$ cat src/rtl/ladybird_uart_tx_fifo.sv
// Byte FIFO feeding the UART transmitter: first-word-fall-through read side,
// explicit occupancy counter, sticky overflow flag for MMIO status.
module ladybird_uart_tx_fifo #(
  parameter int unsigned DEPTH = 16,
  localparam int unsigned AW = $clog2(DEPTH)
) (
  input  logic          clk,
  input  logic          rst,
  input  logic          flush,
  input  logic          wr_valid,
  input  logic [7:0]    wr_data,
  output logic          wr_ready,
  output logic          rd_valid,
  output logic [7:0]    rd_data,
  input  logic          rd_ready,
  output logic [AW:0]   count,
  output logic          empty,
  output logic          full,
  output logic          overflow,
  input  logic          clr_overflow
);

  localparam logic [AW:0]   FULL_CNT = (AW+1)'(DEPTH);
  localparam logic [AW:0]   CNT_ONE  = (AW+1)'(1);
  localparam logic [AW-1:0] PTR_ONE  = AW'(1);

  logic [7:0]    mem_q [DEPTH];
  logic [7:0]    mem_d [DEPTH];
  logic [AW-1:0] wptr_q, wptr_d;
  logic [AW-1:0] rptr_q, rptr_d;
  logic [AW:0]   count_q, count_d;
  logic          overflow_q, overflow_d;
  logic          push, pop;

  // Status derives only from registered count, so wr_ready never sees rd_ready
  // and rd_valid/rd_data never see the write inputs.
  assign full     = (count_q == FULL_CNT);
  assign empty    = (count_q == '0);
  assign wr_ready = ~full;
  assign rd_valid = ~empty;
  assign rd_data  = mem_q[rptr_q];
  assign count    = count_q;
  assign overflow = overflow_q;

  assign push = wr_valid & wr_ready;
  assign pop  = rd_valid & rd_ready;

  always_comb begin
    mem_d      = mem_q;
    wptr_d     = wptr_q;
    rptr_d     = rptr_q;
    count_d    = count_q;
    overflow_d = overflow_q;
    if (flush) begin
      wptr_d  = '0;
      rptr_d  = '0;
      count_d = '0;
    end else begin
      if (push) begin
        mem_d[wptr_q] = wr_data;
        wptr_d        = wptr_q + PTR_ONE;
      end
      if (pop) begin
        rptr_d = rptr_q + PTR_ONE;
      end
      case ({push, pop})
        2'b10:   count_d = count_q + CNT_ONE;
        2'b01:   count_d = count_q - CNT_ONE;
        default: count_d = count_q;
      endcase
      // Set takes precedence over a same-cycle clear.
      if (wr_valid && !wr_ready) begin
        overflow_d = 1'b1;
      end else if (clr_overflow) begin
        overflow_d = 1'b0;
      end
    end
  end

  always_ff @(posedge clk) begin
    if (rst) begin
      wptr_q     <= '0;
      rptr_q     <= '0;
      count_q    <= '0;
      overflow_q <= 1'b0;
    end else begin
      wptr_q     <= wptr_d;
      rptr_q     <= rptr_d;
      count_q    <= count_d;
      overflow_q <= overflow_d;
    end
  end

  // Storage is deliberately left out of reset; the pointers gate visibility.
  always_ff @(posedge clk) begin
    if (!rst) begin
      mem_q <= mem_d;
    end
  end

endmodule

$ cat config.mk
export PLATFORM = sky130hd
export DESIGN_NAME = ladybird_uart_tx_fifo
export DESIGN_NICKNAME = d
export VERILOG_FILES = /design/src/rtl/ladybird_uart_tx_fifo.sv
export SDC_FILE = /design/constraint.sdc
export NUM_CORES = 1
export LEC_CHECK = 0
export ABC_AREA = 1
export CAP_MARGIN = 20
export CORE_MARGIN = 8
export CORE_UTILIZATION = 54
export DETAILED_ROUTE_END_ITERATION = 7
export GPL_TIMING_DRIVEN = 1
export PLACE_DENSITY = 0.76
export SETUP_SLACK_MARGIN = 0.05
export SYNTH_ARGS = -nofsm -noshare
export SYNTH_HDL_FRONTEND = slang
export SYNTH_SLANG_ARGS = --single-unit
$ cat constraint.sdc
create_clock -name clk -period 1.87 [get_ports clk]
set_input_delay 0.374 -clock clk [delete_from_list [all_inputs] [get_ports clk]]
set_output_delay 0.374 -clock clk [all_outputs]
set_load 0.005 [all_outputs]
# ---- Word level (Yosys, flattened, before mapping)
# Cells that the tools add are included.
# W data, S select, Z words.
dict set report classes {
  n_mux 9
  order_cmp 3
  n_eq_ne 3
  add_sub_neg 4
  shifts 0
  n_reduce_logical 8
  multipliers 0
  bitwise_logic 8
  n_div 0
}
# cell n
set op_table {}
lappend op_table {{$bwmux W128} 1}
lappend op_table {{$bmux W8 S4} 1}
lappend op_table {{$demux W8 S4} 1}
lappend op_table {{$mux W8} 3}
lappend op_table {{$ge A5 B5 Y1 const B} 2}
lappend op_table {{$not A4 Y5} 2}
lappend op_table {{$pmux W5 S2} 1}
lappend op_table {{$add A4 B1 Y4 const B} 2}
lappend op_table {{$add A5 B1 Y5 const B} 1}
lappend op_table {{$eq A5 B5 Y1 const B} 1}
lappend op_table {{$logic_not A5 Y1} 1}
lappend op_table {{$lt A5 B1 Y1 const B} 1}
lappend op_table {{$sub A5 B1 Y5 const B} 1}
lappend op_table {{$not A1 Y1} 4}
lappend op_table {{$reduce_bool A2 Y1} 2}
lappend op_table {{$reduce_and A3 Y1} 1}
lappend op_table {{$and A1 B1 Y1} 2}
lappend op_table {{$eq A2 B1 Y1 const B} 1}
lappend op_table {{$eq A2 B2 Y1 const B} 1}
lappend op_table {{$logic_and A1 B1 Y1} 2}
lappend op_table {{$mux W1} 2}
lappend op_table {{$reduce_and A2 Y1} 1}
lappend op_table {{$reduce_or A2 Y1} 1}
dict set report totals {
  register_bits 142
  latchBits 0
  rom_bits 0
  wordCells 55
  in_bits 14
  n_memories 0
  mem_bits_rw 0
  out_inout_bits 18
}

# ---- Longest topological paths before layout
dict set report logic_depth {
  ltp_word 6
  ltp_mapped 15
  ltp_nobuf 15
}

# ---- Least setup slack after synthesis
# Ideal clock, no wire load.
dict set report synth_path {
  path_kind {register to register}
  startpoint {register count_q[1] (netlist: count[1])}
  endpoint {register count_q[4] (netlist: count[4])}
  setup_ps 124
  setup_slack_ps -159
  arrival_time_ps 1905
  n_path_buf 0
  synth_period_minus_slack_ps 2029
  path_stages_with_launch 16
  required_time_ps 1746
  cell_sequence {dfxtp_1 inv_1 nand4_1 nand2_1 inv_1 ha_1 inv_1 fa_1 inv_1 nand2_1 nand2_1 nand2_1 nand2_1 nand2_1 nand2_1 a21oi_1}
}
dict set report synth_via {
  elab_chain_len 5
  word_cells_on_any_way 12
  cone_classes {add/sub: 2; eq/ne: 3; mux: 1; bitwise: 4; reduce/logical: 2}
}
# element line
set synth_lines {}
lappend synth_lines {{start: declaration} 31} ;# logic [AW:0] count_q, count_d;
lappend synth_lines {{start signal: assignment} 89} ;# count_q <= count_d;
lappend synth_lines {{$logic_not A5 Y1 *} 38} ;# assign empty = (count_q == '0);
lappend synth_lines {{$not A1 Y1 *} 40} ;# assign rd_valid = ~empty;
lappend synth_lines {{named net rd_valid} 13} ;# output logic rd_valid,
lappend synth_lines {{$and A1 B1 Y1 *} 46} ;# assign pop = rd_valid & rd_ready;
lappend synth_lines {{named net pop} 33} ;# logic push, pop;
lappend synth_lines {{$eq A2 B1 Y1 / $eq A2 B2 Y1 (equally long branches)} 66} ;# case ({push, pop})
lappend synth_lines {{$pmux W5 S2 / $reduce_bool A2 Y1 (equally long branches)} n/a}
# Mark *: on every way through the listed nets, which the timed path passes. The rest lies on a longest branch.
# A chain may end at the register's enable or synchronous reset.

# ---- Final worst setup path
dict set report layout_path {
  startpoint {register rptr_q[0]}
  endpoint {output port rd_data[0]}
}
dict set report layout_via {
  elab_chain_len 4
}
# element line
set layout_lines {}
lappend layout_lines {{start: declaration} 30} ;# logic [AW-1:0] rptr_q, rptr_d;
lappend layout_lines {{start signal: assignment} 88} ;# rptr_q <= rptr_d;
lappend layout_lines {{$not A4 Y5 (implied by the code)} 41} ;# assign rd_data = mem_q[rptr_q];
lappend layout_lines {{$bmux W8 S4} 41}
lappend layout_lines {{$mux W8 (implied by the code) (2 in a row)} 41}
lappend layout_lines {{end: declaration} 14} ;# output logic [7:0] rd_data,
# No other way between the ends. The select of a mux whose other input is x is not followed.

==> flow_metrics.py <==
metrics = {
    "placed_design": {
        "numPortBuffers": 31,
        "place_hpwl_um": 9104,
        "gp_congestion": 0.8387,
        "place_worst_setup_slack_ns": -0.3384,
    },
    "clocking": {
        "cts_buffer_depth": 2,
        "cts-root-buf": "clkbuf_8",
        "htreeDepth": 4,
        "ctsHoldBuffers": 0,
        "clk_latency_ns": 0.54,
        "clkSinkCount": 142,
        "cts_inserted_buffers": 17,
        "tritoncts": "built",
        "cts.clk_slew.worst_paths_ns": 0.07,
    },
    "floorplanning": {
        "start_util": 0.5555,
        "die_w_um": 121.6,
        "die_h_um": 121.6,
        "core_um2": 10840,
        "row_count": 38,
        "ios": 32,
        "die_area_um2": 14790,
    },
    "route": {
        "first_pass_iters": 5,
        "vias": 4984,
        "wire_per_inst_um": 23.52,
        "drtIter0Drc": 641,
        "routed_wl_um": 19170,
        "drc": 0,
        "antenna_left": 0,
        "viasPerCell": 6.115,
    },
    "timing": {
        "layout_setup_ws_ns": -0.4663,
        "fin_crit_ns": 2.336,
        "hold_viol_final": 0,
        "finalSetupTns_ns": -16.08,
        "fmax_mhz": 428.0,
        "slew_headroom": 0.5714,
        "min_period_over_period": 1.249,
        "skew_ns": 0.01062,
        "setup_viol": 132,
        "tightestPinTransition_ns": 0.6409,
        "slew_viol_final": 0,
        "rsz0062_at_grt": "true",
    },
    "synth": {
        "synth_edf_count": 128,
        "synth_ff_type": "edfxtp_1",
        "synthAdderAreaFrac": 0.02202,
        "yosys-top-cells-area": "edfxtp_1, nand2_1, dfxtp_1",
        "synth_xor_area_frac": 0.007272,
        "synth_top_family_by_area": "simple AND/OR/NAND/NOR gates",
        "synthArstFlopShare": 0,
        "synth_common_cells": "edfxtp_1, nand2_1, nor2_1, nand3_1, inv_1",
        "yosysMostFrequentCell": "edfxtp_1",
        "ys_seq_elements": 142,
        "ys.warnings.count": 0,
        "synthCells": 550,
        "synth_compound_area_frac": 0.07064,
        "yosysTopAreaCell": "edfxtp_1",
        "yosysTopAreaCellShare": 0.6383,
        "synth_area_um2": 6022,
        "ys_seq_area_frac": 0.6848,
        "syn-num-nets": 574,
        "synth-simple-area-share": 0.1670,
        "syn_area_per_cell_um2": 10.95,
        "synth_cell_type_count": 27,
        "synthMuxAreaShare": 0,
    },
    "global_routing": {
        "grt_antenna_before_repair": 0,
        "grt_max_degree": 17,
        "grt_pass1_vias": 5113,
        "grt.overflow.total": 0,
        "grt_use_total": 0.2522,
        "grt_first_pass_wirelength_um": 27790,
    },
    "cells_and_area": {
        "num_antenna_cells": 0,
        "drive_above_1_share": 0.3837,
        "nNetsFinal": 686,
        "area_growth_pct": 42.24,
        "fill_cells": 563,
    },
    "worst_setup_path": {
        "cp-start-kind": "flop",
        "cp.arrival_ns": 1.96,
        "end_kind": "primary output",
        "path_max_fanout": 16,
        "cp.required_ns": 1.50,
        "critPathKind": "flop to primary output",
    },
    "power": {
        "irDropWorstVdd_mv": 0.6180,
        "leakage_uw": 0.003296,
        "powerDensity_nw_per_um2": 899.1,
    },
    "worst_hold_path": {
        "min-delay-path-class": "input pin to flop",
    },
    "flow_run": {
        "maxCapViolations": 0,
    },
    "status": {
        "violations": "setup timing",
        "status": "finished, violations left",
    },
}
## timing repair
action                     in CTS  in global routing
cloned                          8                  1
setup buffers                  17                  9
pin swaps                      53                 35
setup endpoints to repair      20                146
resized for setup             178                111
## worst max-delay path: stages, from the launching register on
cell and delay (ns):
dfxtp_4 0.39, buf_12 0.16, inv_12 0.05, buf_8 0.16
o21ai_1 0.21, nand3_2 0.11, nand2_1 0.11, nand2_2 0.08
buf_2 0.13
## layer usage
layer,wire length [um],part of all wire,global-route usage,vias up
li1,-,-,-,2122
met1,6678,0.35,0.2816,2438
met2,9798,0.51,0.4308,353
met3,1799,0.094,0.08098,71
met4,890,0.046,0.1203,0
met5,0,0,0,-
## report_power, final
| group | total (uW) | switching, uW | internal [uW] |
|---|---|---|---|
| logic | 941 | 502 | 439 |
| clock network | 3260 | 1370 | 1900 |
| registers | 3500 | 21.3 | 3480 |
## flip-flops by register name, summed over array words and instances, names as in the netlist
| signal | cells |
|---|---|
| overflow | 1 |
| wptr_q | 4 |
| rptr_q | 4 |
| count | 5 |
| mem_q | 128 |
## worst paths after layout
| path | from | to | slack (ns) | depth (start not counted) |
|---|---|---|---|---|
| worst min register to register | overflow | overflow | 0.48 | 2 |
| worst max-delay path | rptr_q[0] | rd_data[0] | -0.47 | 8 |
| worst max register to register | count[4] | count[4] | -0.25 | 15 |
| worst min-delay path | rst | overflow | 0.43 | 2 |
## cell families (layout without fill, tap and decap cells)
kind of cell | count (synthesis) | after routing
DFF | 142 | 142
and+or+nand+nor | 243 | 243
buffers and inverters | 68 | 193
AOI/OAI and AO/OA | 82 | 82
xor gates and xnor gates | 5 | 5
adders and majority gates | 10 | 10
## cell usage in the layout, fill, tap and decap left out, drive strengths merged, types with 9 or more instances in the layout
cell,Yosys,final
clkdlybuf4s50,0,14
dfxtp,14,14
a21oi,41,41
inv,47,49
ha,9,9
o21ai,35,35
nand2,126,126
clkbuf,4,19
buf,17,94
edfxtp,128,128
nand3,47,47
nor2,63,63
## area by class of cell
class                   count  area, um^2  share of cell area
repair buffers            114        1292              0.1509
inverters                  47       198.9             0.02323
well taps                 140       175.2             0.02045
clock buffers              18       417.9             0.04879
flip-flops and latches    142        4136              0.4829
multi-input cells         340        2202              0.2571
clock inverters            14       142.6             0.01665
## metrics by stage
step / cell area [um^2] / power, uW / instances / util / hold WS [ns]
after floorplan: 6037 / 3845 / 550 / - / 0.4431
after global placement: 6865 / 4154 / 754 / 0.6333 / 0.4535
after detailed placement: 6865 / 4170 / 754 / 0.6333 / 0.4686
after CTS: 8144 / 7503 / 810 / 0.7513 / 0.4346
after global routing: 8566 / 7868 / 815 / 0.7902 / 0.4255
final: 8566 / 7702 / 815 / 0.7902 / 0.4333
(Power assumes the default switching activity.)
